## src/rtl/tl_ul_pkg.sv

```systemverilog
// TileLink-UL opcode encodings and the state type shared by the A/D initiator.
package tl_ul_pkg;

  localparam logic [2:0] A_GET         = 3'd4;
  localparam logic [2:0] A_PUT_FULL    = 3'd0;
  localparam logic [2:0] A_PUT_PARTIAL = 3'd1;

  localparam logic [2:0] D_ACCESS_ACK      = 3'd0;
  localparam logic [2:0] D_ACCESS_ACK_DATA = 3'd1;
  localparam logic [2:0] D_HINT_ACK        = 3'd2;

  typedef enum logic [1:0] {
    ST_IDLE,
    ST_REQ,
    ST_RESP,
    ST_LERR
  } state_e;

endpackage

```

## src/rtl/tilelink_ad_master.sv

```systemverilog
// Single-outstanding TileLink-UL initiator: turns one command into an A request,
// forwards D beats to the response port and flags D-channel protocol violations.
//
// state | meaning
// IDLE  | cmd_ready high, waiting for a command
// REQ   | a_valid high with registered fields until a_ready
// RESP  | D beats passed through to rsp_*, counting beats and idle cycles
// LERR  | locally rejected command, one error response beat, no A traffic
module tilelink_ad_master
  import tl_ul_pkg::*;
#(
  parameter int         XLEN      = 32,
  parameter logic [4:0] SOURCE_ID = 5'd0,
  parameter logic [7:0] TIMEOUT   = 8'd255,
  localparam int        BYTES     = XLEN / 8
) (
  input  logic             clock,
  input  logic             reset,
  input  logic             cmd_valid,
  output logic             cmd_ready,
  input  logic [2:0]       cmd_opcode,
  input  logic [31:0]      cmd_address,
  input  logic [2:0]       cmd_size,
  input  logic [BYTES-1:0] cmd_mask,
  input  logic [XLEN-1:0]  cmd_data,
  output logic             rsp_valid,
  input  logic             rsp_ready,
  output logic [XLEN-1:0]  rsp_data,
  output logic             rsp_error,
  output logic             rsp_last,
  input  logic             a_ready,
  output logic             a_valid,
  output logic [2:0]       a_bits_opcode,
  output logic [2:0]       a_bits_param,
  output logic [2:0]       a_bits_size,
  output logic [4:0]       a_bits_source,
  output logic [31:0]      a_bits_address,
  output logic [BYTES-1:0] a_bits_mask,
  output logic [XLEN-1:0]  a_bits_data,
  output logic             d_ready,
  input  logic             d_valid,
  input  logic [2:0]       d_bits_opcode,
  input  logic [1:0]       d_bits_param,
  input  logic [2:0]       d_bits_size,
  input  logic [4:0]       d_bits_source,
  input  logic             d_bits_sink,
  input  logic [XLEN-1:0]  d_bits_data,
  input  logic             d_bits_error,
  output logic             protocol_err
);

  localparam logic [2:0] BEAT_LG = 3'($clog2(BYTES));

  state_e             state_q, state_d;
  logic [2:0]         op_opcode_q, op_opcode_d;
  logic [2:0]         op_size_q, op_size_d;
  logic [31:0]        op_address_q, op_address_d;
  logic [BYTES-1:0]   op_mask_q, op_mask_d;
  logic [XLEN-1:0]    op_data_q, op_data_d;
  logic [3:0]         beat_cnt_q, beat_cnt_d;
  logic [7:0]         tmo_cnt_q, tmo_cnt_d;
  logic               protocol_err_q, protocol_err_d;

  logic        cmd_fire, a_fire, d_fire, cmd_illegal, cmd_is_put, op_is_get, beat_is_last;
  logic [31:0] align_mask;
  logic [7:0]  last_idx;
  logic [2:0]  exp_d_opcode;
  logic        unused_d_fields;

  assign unused_d_fields = ^{d_bits_param, d_bits_sink};

  assign cmd_ready = (state_q == ST_IDLE) && !reset;
  assign a_valid   = (state_q == ST_REQ) && !reset;
  assign d_ready   = (state_q == ST_RESP) && rsp_ready && !reset;

  assign cmd_fire = cmd_valid && cmd_ready;
  assign a_fire   = a_valid && a_ready;
  assign d_fire   = d_valid && d_ready;

  assign a_bits_opcode  = op_opcode_q;
  assign a_bits_param   = 3'd0;
  assign a_bits_size    = op_size_q;
  assign a_bits_source  = SOURCE_ID;
  assign a_bits_address = op_address_q;
  assign a_bits_mask    = op_mask_q;
  assign a_bits_data    = op_data_q;

  assign align_mask  = (32'd1 << cmd_size) - 32'd1;
  assign cmd_is_put  = (cmd_opcode == A_PUT_FULL) || (cmd_opcode == A_PUT_PARTIAL);
  assign cmd_illegal = !(cmd_is_put || (cmd_opcode == A_GET))
                    || (|(cmd_address & align_mask))
                    || (cmd_is_put && (cmd_size > BEAT_LG));

  // Multi-beat only for Gets larger than one bus word.
  assign op_is_get    = (op_opcode_q == A_GET);
  assign last_idx     = (op_is_get && (op_size_q > BEAT_LG))
                      ? (8'd1 << (op_size_q - BEAT_LG)) - 8'd1 : 8'd0;
  assign beat_is_last = ({4'd0, beat_cnt_q} == last_idx);
  assign exp_d_opcode = op_is_get ? D_ACCESS_ACK_DATA : D_ACCESS_ACK;

  always_comb begin
    rsp_valid = 1'b0;
    rsp_data  = '0;
    rsp_error = 1'b0;
    rsp_last  = 1'b0;
    if (!reset && (state_q == ST_RESP) && d_valid) begin
      rsp_valid = 1'b1;
      rsp_data  = d_bits_data;
      rsp_error = d_bits_error;
      rsp_last  = beat_is_last;
    end else if (!reset && (state_q == ST_LERR)) begin
      rsp_valid = 1'b1;
      rsp_error = 1'b1;
      rsp_last  = 1'b1;
    end
  end

  always_comb begin
    state_d        = state_q;
    op_opcode_d    = op_opcode_q;
    op_size_d      = op_size_q;
    op_address_d   = op_address_q;
    op_mask_d      = op_mask_q;
    op_data_d      = op_data_q;
    beat_cnt_d     = beat_cnt_q;
    tmo_cnt_d      = tmo_cnt_q;
    protocol_err_d = protocol_err_q;
    case (state_q)
      ST_IDLE: if (cmd_fire) begin
        op_opcode_d  = cmd_opcode;
        op_size_d    = cmd_size;
        op_address_d = cmd_address;
        op_mask_d    = cmd_mask;
        op_data_d    = cmd_data;
        state_d      = cmd_illegal ? ST_LERR : ST_REQ;
      end
      ST_REQ: if (a_fire) begin
        beat_cnt_d = 4'd0;
        tmo_cnt_d  = 8'd0;
        state_d    = ST_RESP;
      end
      ST_RESP: begin
        if (d_fire) begin
          tmo_cnt_d = 8'd0;
          if ((d_bits_source != SOURCE_ID) || (d_bits_opcode != exp_d_opcode)
              || (d_bits_size != op_size_q))
            protocol_err_d = 1'b1;
          if (beat_is_last) begin
            beat_cnt_d = 4'd0;
            state_d    = ST_IDLE;
          end else begin
            beat_cnt_d = beat_cnt_q + 4'd1;
          end
        end else if (tmo_cnt_q != TIMEOUT) begin
          tmo_cnt_d = tmo_cnt_q + 8'd1;
        end
        // Flag on the cycle the counter lands on TIMEOUT; the FSM keeps waiting.
        if (tmo_cnt_d == TIMEOUT) protocol_err_d = 1'b1;
      end
      ST_LERR: if (rsp_ready) state_d = ST_IDLE;
      default: state_d = ST_IDLE;
    endcase
    if (d_valid && (state_q != ST_RESP)) protocol_err_d = 1'b1;
  end

  assign protocol_err = protocol_err_q;

  always_ff @(posedge clock) begin
    if (reset) begin
      state_q        <= ST_IDLE;
      op_opcode_q    <= A_GET;
      op_size_q      <= 3'd0;
      op_address_q   <= 32'd0;
      op_mask_q      <= '0;
      op_data_q      <= '0;
      beat_cnt_q     <= 4'd0;
      tmo_cnt_q      <= 8'd0;
      protocol_err_q <= 1'b0;
    end else begin
      state_q        <= state_d;
      op_opcode_q    <= op_opcode_d;
      op_size_q      <= op_size_d;
      op_address_q   <= op_address_d;
      op_mask_q      <= op_mask_d;
      op_data_q      <= op_data_d;
      beat_cnt_q     <= beat_cnt_d;
      tmo_cnt_q      <= tmo_cnt_d;
      protocol_err_q <= protocol_err_d;
    end
  end

endmodule
```

## config.mk

```make
export PLATFORM = sky130hd
export DESIGN_NAME = tilelink_ad_master
export DESIGN_NICKNAME = d
export VERILOG_FILES = /design/src/rtl/tl_ul_pkg.sv /design/src/rtl/tilelink_ad_master.sv
export SDC_FILE = /design/constraint.sdc
export NUM_CORES = 1
export LEC_CHECK = 0
export BUFFER_PORTS_ARGS = -buffer_cell sky130_fd_sc_hd__clkbuf_2
export CAP_MARGIN = 20
export CORE_ASPECT_RATIO = 1.25
export CORE_MARGIN = 4
export CORE_UTILIZATION = 48
export DETAILED_ROUTE_END_ITERATION = 10
export PLACE_DENSITY_LB_ADDON = 0.3
export SYNTH_ARGS = -nofsm -noshare
export SYNTH_HDL_FRONTEND = slang
export SYNTH_SLANG_ARGS = --single-unit
```

## constraint.sdc

```tcl
create_clock -name clock -period 5.9 [get_ports clock]
set_input_delay 0.59 -clock clock [delete_from_list [all_inputs] [get_ports clock]]
set_output_delay 0.59 -clock clock [all_outputs]
set_load 0.02 [all_outputs]
```

==> results of run 1 <==
[worst max-delay path by stage]
stage                        start       end  slack (ns)
global placement    a_bits_size[1]  rsp_last        2.85
global route        a_bits_size[1]  rsp_last        2.20
detailed placement  a_bits_size[1]  rsp_last        2.77
CTS                 a_bits_size[1]  rsp_last        2.36
finish              a_bits_size[1]  rsp_last        2.37
floorplan           a_bits_size[1]  rsp_last        2.90
[per-stage QoR]
step / setup slack, ns / hold slack [ns] / power (W) / util / instance area (um2)
floorplan: 2.90 / 0.470 / 0.000939 / - / 4330
global placement: 2.85 / 0.459 / 0.00107 / 0.629 / 5470
detailed placement: 2.77 / 0.470 / 0.00108 / 0.629 / 5470
CTS: 2.36 / 0.401 / 0.00155 / 0.655 / 5700
global route: 2.20 / 0.419 / 0.00162 / 0.655 / 5700
finish: 2.37 / 0.421 / 0.00154 / 0.655 / 5700
[placed cells by master (no fill, tap or decap), types with 2 or more instances in the layout]
master / synthesis / routed
o311ai_0: 2 / 2
xnor2_1: 5 / 5
o41ai_1: 2 / 2
buf_4: 9 / 3
dfxtp_1: 89 / 89
and3_1: 36 / 36
clkbuf_2: 0 / 236
o21ai_0: 84 / 84
nor2_1: 17 / 17
a211oi_1: 6 / 6
nand2b_1: 73 / 73
a21oi_1: 18 / 18
nand4_1: 2 / 2
nor2b_1: 5 / 5
nor4_1: 2 / 2
o31ai_1: 5 / 5
xor2_1: 4 / 4
o21bai_1: 2 / 2
inv_1: 7 / 7
nor3_1: 3 / 3
ha_1: 7 / 7
nand2_1: 90 / 90
nand3_1: 8 / 8
nor3b_1: 2 / 2
bufinv_16: 0 / 2
clkbuf_8: 0 / 10
and2_1: 5 / 5
o221ai_1: 2 / 2
conb_1: 1 / 8
mux2i_1: 2 / 2
[cells by family (layout without fill, tap and decap cells)]
family | after synthesis | after routing | share of synthesized area
other | 1 | 8 | 0.000871
buffers and inverters | 53 | 262 | 0.0570
and+or+nand+nor | 251 | 251 | 0.303
DFF | 89 | 89 | 0.414
muxes | 4 | 4 | 0.0108
adders and majority gates | 7 | 7 | 0.0203
xor gates and xnor gates | 9 | 9 | 0.0183
AOI/OAI and AO/OA | 132 | 132 | 0.176
[power by group]
part           switching, W  total (W)  internal, W
clock network      0.000221   0.000472     0.000252
logic              0.000231   0.000367     0.000135
registers         0.0000411   0.000699     0.000658
[registers in the layout, summed over array words and instances (netlist names)]
signal          flops
a_bits_mask         4
a_bits_opcode       3
a_bits_size         3
a_bits_address     32
tmo_cnt_q           8
protocol_err        1
beat_cnt_q          4
state_q             2
a_bits_data        32
[worst max-delay path, stage by stage (launching register included)]
cell	delay, ns
dfxtp_1	0.49
inv_1	0.17
ha_1	0.37
nor3b_1	0.18
mux2_4	0.28
a221o_1	0.30
a211oi_2	0.39
a32o_1	0.22
clkbuf_2	0.19
[layer usage]
metal	vias to the layer above	global-route usage	part of all wire
met3	14	0.0765	0.11
met1	2049	0.282	0.37
met2	233	0.430	0.51
met4	0	0.0733	0.013
met5	-	0	0
li1	2258	-	-
[cell type report]
class	instances	area, um2
Multi-Input combinational cell	411	2310
Timing Repair Buffer	239	1200
Tap cell	120	150
Sequential cell	89	1780
Clock inverter	6	90.1
Clock buffer	10	138
Inverter	7	26.3
Fill cell	769	3000
==> impl_metrics.py, run 1 <==
metrics = {
    "power_and_ir_drop": {
        "ir_drop_uv": 201,
        "power_density_nw_per_um2": 270,
        "p_leak_nw": 2.74,
    },
    "detailed_routing": {
        "drt-total-wl_mm": 13.4,
        "drc": 0,
        "vias_per_cell": 5.16,
        "wire_per_inst_um": 15.2,
        "drt_iter0_markers": 318,
        "vias": 4554,
        "drt-pass1-iter-count": 5,
        "ant_nets": 0,
    },
    "place": {
        "gp_congestion": 0.841,
        "dp_cells": 866,
        "portBuffers": 236,
        "dp_hpwl_mm": 10.4,
    },
    "setup_path": {
        "startpoint_type": "flip-flop",
        "r2r_cells": 7,
        "regToRegSetupSlack_ns": 3.42,
        "required_ns": 5.31,
        "reg2reg_to": "state_q[1]",
        "end_kind": "output port",
        "cp.arrival_ns": 2.94,
        "reg2reg_from": "a_bits_size[1]",
        "crit_type": "reg -> out",
        "crit_path_max_fanout": 8,
    },
    "synthesis": {
        "ys_seq_area_frac": 0.414,
        "synth-async-reset-ratio": 0,
        "yosysTopAreaCellShare": 0.414,
        "syn_area_per_cell_um2": 7.89,
        "synth.most_common_cell": "nand2_1",
        "synth_cells": 546,
        "synth_common_cells": "nand2_1, dfxtp_1, o21ai_0",
        "ys_warn_count": 0,
        "synth_area_leaders": "dfxtp_1, nand2b_1, o21ai_0",
        "synth_seq_cells": 89,
        "synth_ff_type": "dfxtp_1",
        "synth_edf_count": 0,
        "ys_types": 50,
        "yosysTopAreaCell": "dfxtp_1",
        "syn_area_um2": 4310,
    },
    "clock_tree": {
        "h-tree-depth": 3,
        "postCtsSetupBuffers": 0,
        "clk_pin_slew_ns": 0.09,
        "hold_buffers": 0,
        "clockRootBuffer": "clkbuf_8",
        "cts_resized": 0,
        "cts_sinks": 89,
        "cts_buffers": 9,
        "insertion_delay_ns": 0.35,
        "clockBufferDepth": 2,
        "cts_tree": "built",
    },
    "sta": {
        "hold_viol": 0,
        "tns_ns": 0,
        "slew_violations": 0,
        "period_needed_ns": 3.53,
        "max_freq_mhz": 283,
        "setup_violations": 0,
        "post-route-period-util": 0.598,
        "rsz0062_at_grt": "no",
        "fin_skew_ns": 0.00949,
        "tightest_slew_ns": 0.911,
        "slew_headroom": 0.387,
    },
    "die": {
        "io_pins": 248,
        "dieArea_um2": 10600,
        "die_y_um": 114,
        "core.rowCount": 38,
        "start_util": 0.495,
        "die_x_um": 92.7,
        "core_area_um2": 8700,
    },
    "global_routing": {
        "grt_max_degree": 98,
        "grt-ovfl-total": 0,
        "grt_use_total": 0.244,
        "grt_pass1_vias": 4237,
        "antenna_found_initial": 0,
        "grt_pass1_wl_mm": 20.5,
    },
    "final_layout": {
        "nets": 891,
        "drive_above_1_share": 0.343,
        "layout.cells.non_filler": 882,
        "diodes": 0,
        "syn2layout_area_growth_pct": 32.3,
    },
    "hold_path": {
        "hold_start": "cmd_address[25]",
        "whs_path_depth": 3,
        "hold_class": "in -> reg",
        "min_to": "a_bits_address[25]",
    },
    "status": {
        "status": "finished, final reports clean",
    },
    "job": {
        "drv_cap": 0,
    },
}
Note: power is estimated with default switching activity, not from simulation.
==> inputs of run 2 (changes only) <==
--- a/config.mk
+++ b/config.mk
@@ -5,11 +5,12 @@
 export SDC_FILE = /design/constraint.sdc
 export NUM_CORES = 1
 export LEC_CHECK = 0
+export ABC_AREA = 1
 export BUFFER_PORTS_ARGS = -buffer_cell sky130_fd_sc_hd__clkbuf_2
 export CAP_MARGIN = 20
 export CORE_ASPECT_RATIO = 1.25
 export CORE_MARGIN = 4
-export CORE_UTILIZATION = 48
+export CORE_UTILIZATION = 44
 export DETAILED_ROUTE_END_ITERATION = 10
 export PLACE_DENSITY_LB_ADDON = 0.3
 export SYNTH_ARGS = -nofsm -noshare
==> constraint.sdc (replaced) <==
create_clock -name clock -period 3.65 [get_ports clock]
set_input_delay 0.365 -clock clock [delete_from_list [all_inputs] [get_ports clock]]
set_output_delay 0.365 -clock clock [all_outputs]
set_load 0.02 [all_outputs]
==> impl_metrics.py, run 2 <==
metrics = {
    "global_routing": {
        "grt_max_degree": 83,
        "grt_pass1_wl_mm": 19.2,
        "antenna_found_initial": 0,
        "grt-ovfl-total": 0,
        "grt_pass1_vias": 4159,
        "grt_use_total": 0.223,
    },
    "final_layout": {
        "diodes": 0,
        "fin_util": 0.618,
        "nets": 963,
        "final_cell_mix": "clkbuf_2, nand2_1, nand3_1",
        "syn2layout_area_growth_pct": 36.4,
        "mostFrequentLayoutCell": "clkbuf_2",
        "drive_above_1_share": 0.323,
    },
    "clock_tree": {
        "postCtsSetupBuffers": 0,
        "h-tree-depth": 3,
        "cts_tree": "built",
        "hold_buffers": 0,
        "clockRootBuffer": "clkbuf_16",
        "cts_buffers": 9,
        "cts_resized": 0,
        "insertion_delay_ns": 0.33,
        "clk_pin_slew_ns": 0.06,
        "cts_sinks": 89,
        "clockBufferDepth": 2,
    },
    "synthesis": {
        "syn_area_um2": 4150,
        "synth_ff_type": "dfxtp_1",
        "synth_seq_cells": 89,
        "synth_area_leaders": "dfxtp_1, nand2_1, nand3_1",
        "yosysTopAreaCellShare": 0.429,
        "ys_types": 33,
        "synth_cells": 607,
        "ys_warn_count": 0,
        "synth_common_cells": "nand2_1, nand3_1, dfxtp_1",
        "synth_edf_count": 0,
        "yosysTopAreaCell": "dfxtp_1",
        "ys_seq_area_frac": 0.429,
        "synth-async-reset-ratio": 0,
        "synth.most_common_cell": "nand2_1",
        "syn_area_per_cell_um2": 6.84,
    },
    "die": {
        "start_util": 0.453,
        "dieArea_um2": 11100,
        "die_y_um": 117,
        "core.rowCount": 39,
        "die_x_um": 94.9,
        "io_pins": 248,
        "core_area_um2": 9170,
    },
    "detailed_routing": {
        "drt_iter0_markers": 178,
        "ant_nets": 0,
        "wire_per_inst_um": 13.6,
        "vias": 4567,
        "drt-total-wl_mm": 13.0,
        "drc": 0,
        "drt-pass1-iter-count": 4,
        "vias_per_cell": 4.78,
    },
    "power_and_ir_drop": {
        "power_switching_w": 0.000791,
        "seqPwrFrac": 0.429,
        "p_sw_frac": 0.302,
        "power.internal_w": 0.00183,
        "p_clk_frac": 0.349,
        "power_frac_comb": 0.222,
        "power_density_nw_per_um2": 462,
        "p_leak_nw": 3.26,
        "ir_drop_uv": 294,
    },
    "hold_path": {
        "hold_class": "in -> reg",
    },
    "sta": {
        "period_needed_ns": 2.71,
        "slew_violations": 0,
        "rsz0062_at_grt": "no",
        "max_freq_mhz": 370,
        "setup_violations": 0,
        "postLayoutSetupSlackWorst_ns": 0.944,
        "holdWs_ns": 0.227,
        "slew_headroom": 0.468,
        "hold_viol": 0,
        "post-route-period-util": 0.741,
        "tightest_slew_ns": 0.798,
        "fin_skew_ns": 0.00452,
        "tns_ns": 0,
    },
    "place": {
        "gp_congestion": 0.885,
        "dp_hpwl_mm": 10.3,
        "place_ws_ns": 1.32,
        "portBuffers": 236,
    },
    "job": {
        "drv_cap": 0,
    },
    "setup_path": {
        "cp.arrival_ns": 2.34,
        "crit_path_max_fanout": 7,
        "required_ns": 3.28,
        "startpoint_type": "flip-flop",
        "crit_type": "reg -> out",
        "end_kind": "output port",
    },
    "status": {
        "status": "finished, final reports clean",
    },
}
[run 2: cell count changes after synthesis, moves of 10 or more]
cell      delta
nand2b_1    -73
inv_1       +53
and3_1      -35
o21ai_0     -74
nor2_1      +39
clkbuf_1    -19
nand3_1     +84
nand2_1    +105
buf_1       +10
[run 2: cell type report]
| type | count | area, um2 |
|---|---|---|
| Clock buffer | 13 | 260 |
| Clock inverter | 2 | 37.5 |
| Fill cell | 860 | 3510 |
| Inverter | 65 | 244 |
| Multi-Input combinational cell | 424 | 1980 |
| Sequential cell | 89 | 1780 |
| Tap cell | 123 | 154 |
| Timing Repair Buffer | 240 | 1210 |
[run 2: kinds of logic (layout without fill, tap and decap cells)]
| family | Yosys count | after routing | synth area share |
|---|---|---|---|
| DFF | 89 | 89 | 0.429 |
| buffers and inverters | 101 | 320 | 0.102 |
| AOI/OAI and AO/OA | 34 | 34 | 0.0443 |
| adders and majority gates | 7 | 7 | 0.0211 |
| and+or+nand+nor | 364 | 364 | 0.380 |
| muxes | 1 | 1 | 0.00241 |
| xor gates and xnor gates | 10 | 10 | 0.0211 |
| other | 1 | 8 | 0.000903 |
[run 2: critical path, stage by stage (launching register included)]
cell and delay (ns):
dfxtp_1 0.46, inv_1 0.15, ha_1 0.38, nand3b_1 0.17, a21boi_0 0.15, nand2_1 0.07
nor2_1 0.08, nand3_1 0.10, o21ai_0 0.24, clkbuf_2 0.22
[run 2: metal layers]
layer,up-vias,part of all wire,GRT usage
met4,0,0.023,0.0905
met1,2016,0.37,0.225
met5,-,0,0
met3,26,0.12,0.0883
met2,203,0.49,0.405
li1,2322,-,-
[run 2: power groups by stage]
stage	registers, W	logic [W]	clock network [W]
floorplan	0.00124	0.000260	0
detailed placement	0.00114	0.000585	0
CTS	0.00112	0.000586	0.000932
global route	0.00114	0.000638	0.000969
global placement	0.00114	0.000571	0
finish	0.00112	0.000580	0.000913
[run 2: worst paths after layout]
path | start | end | slack (ns) | cells after the start
setup / recovery | a_bits_size[1] | rsp_last | 0.94 | 9
hold / removal | cmd_address[12] | a_bits_address[12] | 0.23 | 3
setup reg to reg | state_q[0] | state_q[0] | 1.65 | 7
hold reg to reg | a_bits_data[21] | a_bits_data[21] | 0.46 | 2
[run 2: through the flow]
| step | cells | total power (W) | cell area, um2 |
|---|---|---|---|
| 2_1_floorplan | 614 | 0.00150 | 4180 |
| 3_3_place_gp | 941 | 0.00171 | 5370 |
| 3_5_place_dp | 941 | 0.00173 | 5370 |
| 4_1_cts | 956 | 0.00264 | 5670 |
| 5_1_grt | 956 | 0.00274 | 5670 |
| 6_report | 956 | 0.00262 | 5670 |
